$ cat src/rtl/mul_pkg.sv
// Shared types and constants for the multiply issue/writeback controller.
package mul_pkg;

    // RV32M multiply flavours, encoded as funct3[1:0].
    typedef enum logic [1:0] {
        MUL    = 2'b00,
        MULH   = 2'b01,
        MULHSU = 2'b10,
        MULHU  = 2'b11
    } mul_op_e;

    // Controller states: waiting for an op, waiting on the multiplier,
    // holding a result for writeback.
    typedef enum logic [1:0] {
        IDLE = 2'b00,
        BUSY = 2'b01,
        DONE = 2'b10
    } mul_state_e;

    // Cycles from accept edge to out_valid on the multiplier path.
    localparam int MUL_LAT = 7;

    // True when either operand is zero, so every op flavour yields zero.
    function automatic logic has_zero_operand(input logic [31:0] a, input logic [31:0] b);
        return (a == 32'd0) || (b == 32'd0);
    endfunction

endpackage

$ cat src/rtl/mul_fixup.sv
// Result formation: selects the product word for the op and, for the
// high-word ops with unsigned operands, corrects the signed 64-bit product.
// Treating an unsigned operand x as signed loses x[31]*2^32, which shows up
// in the high word as a missing "other operand" term; adding it back mod 2^32
// turns the signed product's high word into the mixed/unsigned one.
module mul_fixup
    import mul_pkg::*;
(
    input  mul_op_e     op_i,
    input  logic [31:0] a_i,
    input  logic [31:0] b_i,
    input  logic [63:0] prod_i,
    output logic [31:0] data_o
);

    logic [31:0] hi;
    logic [31:0] lo;
    logic [31:0] corr_b_unsigned;
    logic [31:0] corr_a_unsigned;

    assign hi = prod_i[63:32];
    assign lo = prod_i[31:0];

    // Correction term needed when b is reinterpreted as unsigned.
    assign corr_b_unsigned = b_i[31] ? a_i : 32'd0;
    // Correction term needed when a is reinterpreted as unsigned.
    assign corr_a_unsigned = a_i[31] ? b_i : 32'd0;

    // Pick/correct the product word for the requested flavour.
    always_comb begin
        data_o = lo;
        case (op_i)
            MUL:     data_o = lo;
            MULH:    data_o = hi;
            MULHSU:  data_o = hi + corr_b_unsigned;
            MULHU:   data_o = hi + corr_a_unsigned + corr_b_unsigned;
            default: data_o = lo;
        endcase
    end

endmodule

$ cat src/rtl/mul_issue_ctrl.sv
// Issue/writeback controller for the shared 32x32 signed pipelined multiplier.
// Accepts one RV32M multiply at a time, holds operands and a level request to
// the multiplier until its done pulse, corrects the high word for unsigned
// operands and presents the result with its tag over valid/ready.
// Zero operands optionally bypass the multiplier entirely.
module mul_issue_ctrl
    import mul_pkg::*;
#(
    parameter bit ZERO_BYPASS = 1'b1,
    parameter int TAG_W       = 5
) (
    input  logic             clk,
    input  logic             rst_n,

    input  logic             in_valid,
    output logic             in_ready,
    input  logic [1:0]       in_op,
    input  logic [31:0]      in_rs1,
    input  logic [31:0]      in_rs2,
    input  logic [TAG_W-1:0] in_tag,
    input  logic             flush,

    output logic             out_valid,
    input  logic             out_ready,
    output logic [31:0]      out_data,
    output logic [TAG_W-1:0] out_tag,

    output logic [31:0]      mul_a,
    output logic [31:0]      mul_b,
    output logic             mul_req,
    input  logic             mul_rdy,
    input  logic [63:0]      mul_r,

    output logic             busy
);

    mul_state_e       state_q,   state_d;
    mul_op_e          op_q,      op_d;
    logic [TAG_W-1:0] tag_q,     tag_d;
    logic [31:0]      mul_a_q,   mul_a_d;
    logic [31:0]      mul_b_q,   mul_b_d;
    logic             mul_req_q, mul_req_d;
    logic [31:0]      data_q,    data_d;
    // Set when a flush lands while the multiplier is working; the product is
    // still drained (dropping req early would confuse the multiplier) but
    // thrown away.
    logic             kill_q,    kill_d;
    // Sticky flag: multiplier signalled done while nobody was waiting for it.
    logic             rdy_err_q, rdy_err_d;

    logic             accept;
    logic             zero_hit;
    logic [31:0]      fixed_result;

    // Result correction works on the held operands, which are exactly what
    // the multiplier has been multiplying.
    mul_fixup u_fixup (
        .op_i   (op_q),
        .a_i    (mul_a_q),
        .b_i    (mul_b_q),
        .prod_i (mul_r),
        .data_o (fixed_result)
    );

    // flush wins over a same-cycle request, so a flushed op is never taken.
    assign accept   = (state_q == IDLE) && in_valid && !flush;
    assign zero_hit = ZERO_BYPASS && has_zero_operand(in_rs1, in_rs2);

    // Next-state and datapath-register update for the issue FSM.
    always_comb begin
        state_d   = state_q;
        op_d      = op_q;
        tag_d     = tag_q;
        mul_a_d   = mul_a_q;
        mul_b_d   = mul_b_q;
        mul_req_d = mul_req_q;
        data_d    = data_q;
        kill_d    = kill_q;
        rdy_err_d = rdy_err_q;

        case (state_q)
            IDLE: begin
                if (accept) begin
                    op_d    = mul_op_e'(in_op);
                    tag_d   = in_tag;
                    mul_a_d = in_rs1;
                    mul_b_d = in_rs2;
                    kill_d  = 1'b0;
                    if (zero_hit) begin
                        data_d  = 32'd0;
                        state_d = DONE;
                    end else begin
                        mul_req_d = 1'b1;
                        state_d   = BUSY;
                    end
                end
            end

            BUSY: begin
                if (flush) begin
                    kill_d = 1'b1;
                end
                if (mul_rdy) begin
                    // req must fall on the very edge that sees rdy, otherwise
                    // the multiplier starts counting a new request.
                    mul_req_d = 1'b0;
                    if (kill_q || flush) begin
                        kill_d  = 1'b0;
                        state_d = IDLE;
                    end else begin
                        data_d  = fixed_result;
                        state_d = DONE;
                    end
                end
            end

            DONE: begin
                if (flush || out_ready) begin
                    state_d = IDLE;
                end
            end

            default: begin
                state_d   = IDLE;
                mul_req_d = 1'b0;
            end
        endcase

        if (mul_rdy && (state_q != BUSY)) begin
            rdy_err_d = 1'b1;
        end
    end

    // State and datapath registers; everything clears as soon as rst_n drops.
    always_ff @(posedge clk or negedge rst_n) begin
        if (!rst_n) begin
            state_q   <= IDLE;
            op_q      <= MUL;
            tag_q     <= '0;
            mul_a_q   <= 32'd0;
            mul_b_q   <= 32'd0;
            mul_req_q <= 1'b0;
            data_q    <= 32'd0;
            kill_q    <= 1'b0;
            rdy_err_q <= 1'b0;
        end else begin
            state_q   <= state_d;
            op_q      <= op_d;
            tag_q     <= tag_d;
            mul_a_q   <= mul_a_d;
            mul_b_q   <= mul_b_d;
            mul_req_q <= mul_req_d;
            data_q    <= data_d;
            kill_q    <= kill_d;
            rdy_err_q <= rdy_err_d;
        end
    end

    assign in_ready  = (state_q == IDLE);
    // A flush in DONE withdraws the result in the same cycle, so writeback
    // never sees a handshake on a discarded op.
    assign out_valid = (state_q == DONE) && !flush;
    assign out_data  = data_q;
    assign out_tag   = tag_q;
    assign mul_a     = mul_a_q;
    assign mul_b     = mul_b_q;
    assign mul_req   = mul_req_q;
    assign busy      = (state_q != IDLE);

endmodule

$ cat config.mk
export PLATFORM = sky130hd
export DESIGN_NAME = mul_issue_ctrl
export DESIGN_NICKNAME = d
export VERILOG_FILES = /design/src/rtl/mul_pkg.sv /design/src/rtl/mul_fixup.sv /design/src/rtl/mul_issue_ctrl.sv
export SDC_FILE = /design/constraint.sdc
export NUM_CORES = 1
export LEC_CHECK = 0
export ABC_AREA = 1
export BUFFER_PORTS_ARGS = -buffer_cell sky130_fd_sc_hd__buf_2
export CELL_PAD_IN_SITES_DETAIL_PLACEMENT = 2
export CELL_PAD_IN_SITES_GLOBAL_PLACEMENT = 2
export CORE_ASPECT_RATIO = 1.75
export CORE_MARGIN = 5
export CORE_UTILIZATION = 29
export DETAILED_ROUTE_END_ITERATION = 8
export PLACE_DENSITY_LB_ADDON = 0.1
export SETUP_SLACK_MARGIN = 0.15
export SYNTH_ARGS = -nofsm -noshare
export SYNTH_HDL_FRONTEND = slang
export SYNTH_SLANG_ARGS = --single-unit
$ cat constraint.sdc
create_clock -name clk -period 3.5 [get_ports clk]
set_input_delay 0.35 -clock clk [delete_from_list [all_inputs] [get_ports clk]]
set_output_delay 0.35 -clock clk [all_outputs]
set_load 0.02 [all_outputs]
==> flow_metrics.env, run 1 <==
export IMPL_drive_above_1_share=0.1735
export IMPL_htreeDepth=3
export IMPL_register_area_um2=2679
export IMPL_crit_fanout=5
export IMPL_multi_input_area_um2=6674
export IMPL_tns_ps=0
export IMPL_crit_required_ps=3800
export IMPL_hpwl_mm=48.86
export IMPL_relSlewSlack=0.3132
export IMPL_criticalPathCategory="reg -> reg"
export IMPL_clkLatencyLatePin_ps=400
export IMPL_end_kind="register"
export IMPL_cp_common_cell="nand2_1"
export IMPL_synth_common_cells="nand2_1, inv_1, nor2_1, nand3_1, o21ai_0"
export IMPL_worstHoldPathType="in -> async"
export IMPL_async_flop_share=1.000
export IMPL_clkTransAtPathRegs_ps=100
export IMPL_post_route_drc_count=0
export IMPL_power_density_nw_per_um2=995.1
export IMPL_overflow=0
export IMPL_outcome="complete, but fails checks"
export IMPL_avgSynthCellArea_um2=5.991
export IMPL_rows=93
export IMPL_finalMaxSlewViolations=0
export IMPL_numCtsBuffers=9
export IMPL_fillers=4719
export IMPL_start_util=0.2923
export IMPL_cts_tree="done"
export IMPL_synth_seq_cells=107
export IMPL_critical_path_top_delay_family="simple AND/OR/NAND/NOR gates"
export IMPL_syn_num_nets=2023
export IMPL_cts_root_buf="clkbuf_16"
export IMPL_rsz0062_at_grt="yes"
export IMPL_ys_flop_type="dfrtp_1"
export IMPL_crit_buf_inv=4
export IMPL_total_power_mw=13.19
export IMPL_path_cells="clkbuf_4, buf_4, nand2_1, inv_1, ha_1, fa_1, nand2_1, nand3_1, nand2_1, nand2_1, nand2_1, nand3_1, nand3_1, nand3_1, buf_4, nand2_1, nand2_1"
export IMPL_core_area_um2=36650
export IMPL_hold_buffers=0
export IMPL_antenna_left=0
export IMPL_fin_crit_ps=3323
export IMPL_place_ws_ps=-191.9
export IMPL_wl_per_cell_um=22.47
export IMPL_first_global_vias=14230
export IMPL_nNetsFinal=2293
export IMPL_p_leak_nw=8.245
export IMPL_fmax_mhz=300.9
export IMPL_ir_worst_vdd_uv=546.7
export IMPL_synth_area_leaders="dfrtp_1, nand2_1, inv_1, ha_1, fa_1"
export IMPL_finalClockSkew_ps=16.36
export IMPL_yosysMostFrequentCell="nand2_1"
export IMPL_grt_max_degree=117
export IMPL_drt_vias_per_instance=4.989
export IMPL_insertedDiodeCount=0
export IMPL_die_h_um=264.3
export IMPL_ios=246
export IMPL_tightestPinTransition_ps=1030
export IMPL_cts_max_path_buffers=2
export IMPL_synth_top_cell_by_area="dfrtp_1"
export IMPL_hold_violations=5
export IMPL_area_growth_syn_to_layout_pct=23.76
export IMPL_ys_seq_area_frac=0.2499
export IMPL_dieArea_um2=41040
export IMPL_netlist_area_um2=10710
export IMPL_crit_arrival_ps=3630
export IMPL_netlist_instances=1788
export IMPL_dr_pass1_iters=4
export IMPL_clock_sinks=107
export IMPL_die_x_um=155.3
export IMPL_gp_routability_congestion=0.8913
export IMPL_routed_wl_mm=57.03
export IMPL_ys_warn_count=0
export IMPL_setup_ws_ps=177.1
export IMPL_post_route_period_util=0.9494
export IMPL_synth_top_cell_area_share=0.2499
export IMPL_ys_types=35
export IMPL_num_vias=12660
export IMPL_grt_use_total=0.2734
export IMPL_antenna_found_initial=0
export IMPL_finalSetupViolations=0
export IMPL_slowest_stage="fa_1"
export IMPL_drt_iter0_drc=362
export IMPL_cpPeakStageDelay_ps=520
export IMPL_grt_pass1_wl_mm=83.48
export IMPL_synth_edff_count=0
export IMPL_violations="negative hold slack"
export IMPL_io_buffers=245
export IMPL_start_kind="register"
export IMPL_whs_ps=-21.76
export IMPL_cap_violations=0
==> cell families after synthesis <==
kind of cell,Yosys count,synth area share
AND/OR/NAND/NOR,1013,0.3851
buffers and inverters,383,0.1359
AO/OA/AOI/OAI,186,0.09203
flip-flops,107,0.2499
adder cells (fa/ha/maj),94,0.1329
XOR/XNOR,5,0.004088
==> power by group <==
part / switching, mW / total (mW) / internal (mW)
Combinational: 6.48 / 9.60 / 3.12
Sequential: 0.566 / 2.36 / 1.79
Clock: 0.646 / 1.23 / 0.587
==> worst register-to-register path, delay by kind of cell (launching register included) <==
| kind | cells | cell delay (ps) |
|---|---|---|
| adder cells (fa/ha/maj) | 2 | 790 |
| flip-flops | 1 | 460 |
| AND/OR/NAND/NOR | 11 | 1380 |
| buffers and inverters | 4 | 600 |
==> what timing repair did <==
item	CTS	global route
setup endpoints to repair	17	18
hold endpoints to repair	0	0
gates resized for setup	5	31
pin swaps	0	5
buffers inserted	2	4
==> worst paths after layout <==
| path | cells past startpoint | endpoint | slack [ps] | start |
|---|---|---|---|---|
| worst max register to register | 17 | out_data[30]$_DFFE_PN0P_ | 180 | mul_b[31]$_DFFE_PN0P_ |
| worst min register to register | 2 | out_data[6]$_DFFE_PN0P_ | 480 | out_data[6]$_DFFE_PN0P_ |
| min in group clk | 2 | state_q[1]$_DFFE_PN0P_ | 130 | out_ready |
| max in group asynchronous | 2 | mul_b[31]$_DFFE_PN0P_ | 2690 | rst_n |
| worst max-delay path | 17 | out_data[30]$_DFFE_PN0P_ | 180 | mul_b[31]$_DFFE_PN0P_ |
| worst min-delay path | 1 | out_data[31]$_DFFE_PN0P_ | -20 | rst_n |
==> placed cells by master, fill, tap and decap left out, drive strengths merged, types with 9 or more instances in the layout <==
| master | netlist | routed |
|---|---|---|
| a21oi | 52 | 52 |
| buf | 7 | 298 |
| clkbuf | 33 | 10 |
| dfrtp | 107 | 107 |
| fa | 33 | 33 |
| ha | 61 | 61 |
| inv | 342 | 347 |
| nand2 | 710 | 710 |
| nand3 | 113 | 113 |
| nand3b | 12 | 12 |
| nand4 | 19 | 19 |
| nor2 | 130 | 130 |
| nor3 | 11 | 11 |
| o211ai | 9 | 9 |
| o21ai | 113 | 113 |
==> state kept, by name, summed over array words and instances, names as in the netlist <==
| name | cells |
|---|---|
| mul_req | 1 |
| state_q | 2 |
| mul_b | 32 |
| kill_q | 1 |
| out_data | 32 |
| mul_a | 32 |
| out_tag | 5 |
| op_q | 2 |
==> per-layer routing <==
metal,global-route usage,vias up,share of wire
li1,-,6017,-
met5,0,-,0
met2,0.5499,290,0.57
met3,0.02524,132,0.025
met4,0.1890,0,0.081
met1,0.2477,6222,0.32
==> metrics by stage <==
stage / utilization / hold slack [ps] / instance area (um2) / cells
after global routing: 0.3617 / 42.99 / 13260 / 2538
final: 0.3617 / -21.76 / 13260 / 2538
after CTS: 0.3581 / 6.072 / 13130 / 2534
after floorplan: - / 54.41 / 10710 / 1788
after detailed placement: 0.3486 / 441.9 / 12780 / 2516
after global placement: 0.3486 / 435.7 / 12780 / 2516
==> layout make-up <==
type	instances	share of cell area
Sequential cell	107	0.2021
Clock inverter	7	0.007361
Tap cell	475	0.04483
Clock buffer	9	0.01699
Timing Repair Buffer	299	0.1283
Inverter	343	0.09711
Multi-Input combinational cell	1298	0.5034
Power figures use the tool's default switching activity.
==> run 2, diff against run 1 <==
- ABC_AREA: 1 -> default
- CORE_UTILIZATION: 29 -> 33
- GPL_ROUTABILITY_DRIVEN: default -> 0
- clock period: 3.5 -> 3.2 ns (I/O delays scaled with it)
==> flow_metrics.env, run 2 <==
export IMPL_outcome="complete, but fails checks"
export IMPL_violations="negative setup slack"
export IMPL_synth_area_leaders="dfrtp_1, mux2_2, ha_1, fa_1, and2_1"
export IMPL_clkLatencyLatePin_ps=410
export IMPL_clock_sinks=107
export IMPL_tightestPinTransition_ps=1124
export IMPL_overflow=0
export IMPL_clkTransAtPathRegs_ps=110
export IMPL_synth_seq_cells=107
export IMPL_die_h_um=233.6
export IMPL_ios=246
export IMPL_io_buffers=245
export IMPL_async_flop_share=1.000
export IMPL_post_route_drc_count=0
export IMPL_synth_top_cell_by_area="dfrtp_1"
export IMPL_final_common_cell="buf_4"
export IMPL_hold_violations=0
export IMPL_total_power_mw=15.24
export IMPL_wl_met1_mm=19.52
export IMPL_worstHoldPathType="in -> reg"
export IMPL_area_growth_syn_to_layout_pct=50.74
export IMPL_hpwl_mm=42.13
export IMPL_combPwrFrac=0.770
export IMPL_whs_ps=144.9
export IMPL_crit_fanout=8
export IMPL_die_x_um=137.8
export IMPL_internal_power_mw=7.356
export IMPL_crit_arrival_ps=4310
export IMPL_ys_seq_area_frac=0.2840
export IMPL_syn_num_nets=1212
export IMPL_tns_ps=-14470
export IMPL_ir_worst_vdd_uv=499.9
export IMPL_avgSynthCellArea_um2=9.650
export IMPL_wl_met2_mm=34.70
export IMPL_antenna_left=0
export IMPL_start_util=0.3317
export IMPL_final_cell_mix="buf_4, buf_2, dfrtp_1"
export IMPL_drt_iter0_drc=910
export IMPL_crit_required_ps=3490
export IMPL_place_ws_ps=-509.4
export IMPL_nNetsFinal=1704
export IMPL_dp_cells=1808
export IMPL_cts_root_buf="clkbuf_16"
export IMPL_finalSetupViolations=28
export IMPL_antenna_found_initial=4
export IMPL_yosysMostFrequentCell="dfrtp_1"
export IMPL_dpl_instance_area_um2=12920
export IMPL_wl_per_cell_um=35.68
export IMPL_grt_use_total=0.3504
export IMPL_finalInstanceArea_um2=14210
export IMPL_drive_above_1_share=0.5190
export IMPL_fin_crit_ps=4028
export IMPL_end_kind="register"
export IMPL_synth_edff_count=0
export IMPL_ys_warn_count=0
export IMPL_finalClockSkew_ps=27.41
export IMPL_clockPowerShare=0.082
export IMPL_post_route_period_util=1.259
export IMPL_routed_wl_met3_mm=3.222
export IMPL_cap_violations=0
export IMPL_rows=82
export IMPL_netSwitchingFraction=0.5173
export IMPL_p_leak_nw=6.655
export IMPL_routed_wl_mm=66.27
export IMPL_finalMaxSlewViolations=0
export IMPL_criticalPathCategory="reg -> reg"
export IMPL_dr_max_layer_used="met5"
export IMPL_setup_ws_ps=-828.3
export IMPL_cts_tree="done"
export IMPL_htreeDepth=3
export IMPL_grt_pass1_wl_mm=80.93
export IMPL_synth_common_cells="dfrtp_1, mux2_2, nand2_1, nor2_1"
export IMPL_dieArea_um2=32180
export IMPL_core_area_um2=28420
export IMPL_p_seq_frac=0.148
export IMPL_grt_max_degree=72
export IMPL_p_sw_mw=7.882
export IMPL_netlist_area_um2=9428
export IMPL_relSlewSlack=0.2507
export IMPL_netlist_instances=977
export IMPL_ys_flop_type="dfrtp_1"
export IMPL_start_kind="register"
export IMPL_power_density_nw_per_um2=1072
export IMPL_synth_top_cell_area_share=0.2840
export IMPL_cts_max_path_buffers=2
export IMPL_fin_util=0.5000
export IMPL_dr_pass1_iters=6
export IMPL_fmax_mhz=248.2
export IMPL_numCtsBuffers=9
export IMPL_ys_types=82
export IMPL_rsz0062_at_grt="yes"
export IMPL_first_global_vias=12660
export IMPL_drt_vias_per_instance=6.131
export IMPL_num_vias=11390
export IMPL_final_cells=1857
==> run 2: changes by cell type in the layout (fill, tap and decap cells not counted), sizes merged, moves of 18 or more <==
cell	change
xnor2	+18
xor2	+24
nand3	-95
mux2i	+18
o21ai	-57
nor2	-60
mux2	+77
inv	-326
and2	+65
buf	+220
nand2	-640
==> run 2: cell type report <==
type / count / area [um2]
inverters: 19 / 71.32
well taps: 378 / 473.0
repair buffers: 520 / 3367
flip-flops and latches: 107 / 2681
clock buffers: 10 / 229.0
multi-input cells: 812 / 7316
clock inverters: 6 / 61.31
diodes: 5 / 12.51
fillers: 3030 / 14210
==> run 2: cells by family (layout without fill, tap and decap cells) <==
family | count (synthesis) | in the layout | share of synthesized area
AO/OA/AOI/OAI | 251 | 251 | 0.1805
XOR/XNOR | 47 | 47 | 0.04366
adder cells (fa/ha/maj) | 94 | 94 | 0.1510
buffers and inverters | 58 | 555 | 0.02482
flip-flops | 107 | 107 | 0.2840
multiplexers | 107 | 107 | 0.1397
other | 0 | 5 | 0
AND/OR/NAND/NOR | 313 | 313 | 0.1762
==> run 2: worst max-delay path: stages, from the launching register on <==
cell	delay [ps]
dfrtp_2	460
buf_2	240
and2_1	200
fa_1	460
ha_1	350
and2_2	230
buf_4	150
nand3_1	290
o21ai_4	310
nor4_4	80
buf_6	140
o31ai_4	280
and2_4	230
mux2i_1	70
or4_1	410
==> run 2: per-layer routing <==
layer / vias up / global-route usage
met2: 688 / 0.6530
met4: 2 / 0.3430
li1: 4594 / -
met3: 408 / 0.04677
met1: 5694 / 0.3053
met5: - / 0
==> run 2: what timing repair did <==
action	in CTS	in global routing
hold buffers	1	0
setup endpoints to repair	27	29
setup buffers	15	12
pin swaps	51	43
gates cloned	0	0
resized for setup	107	67
hold endpoints to repair	38	0
==> run 2: final timing paths <==
kind,from,end,slack (ps),depth (start not counted)
setup reg to reg,mul_a[31]$_DFFE_PN0P_,out_data[29]$_DFFE_PN0P_,-830,14
min in group asynchronous,rst_n,op_q[1]$_DFFE_PN0P_,500,2
max in group asynchronous,rst_n,mul_b[9]$_DFFE_PN0P_,1810,3
hold / removal,in_op[0],op_q[0]$_DFFE_PN0P_,140,2
hold reg to reg,out_data[2]$_DFFE_PN0P_,out_data[2]$_DFFE_PN0P_,490,2
setup / recovery,mul_a[31]$_DFFE_PN0P_,out_data[29]$_DFFE_PN0P_,-830,14
==> run 2: power groups by stage <==
stage / logic [mW] / clock network, mW / registers [mW]
after floorplan: 4.23 / 0 / 2.61
after global placement: 8.57 / 0 / 2.21
after detailed placement: 8.97 / 0 / 2.23
after CTS: 9.93 / 1.24 / 2.20
after global routing: 12.0 / 1.30 / 2.28
final: 11.7 / 1.25 / 2.26
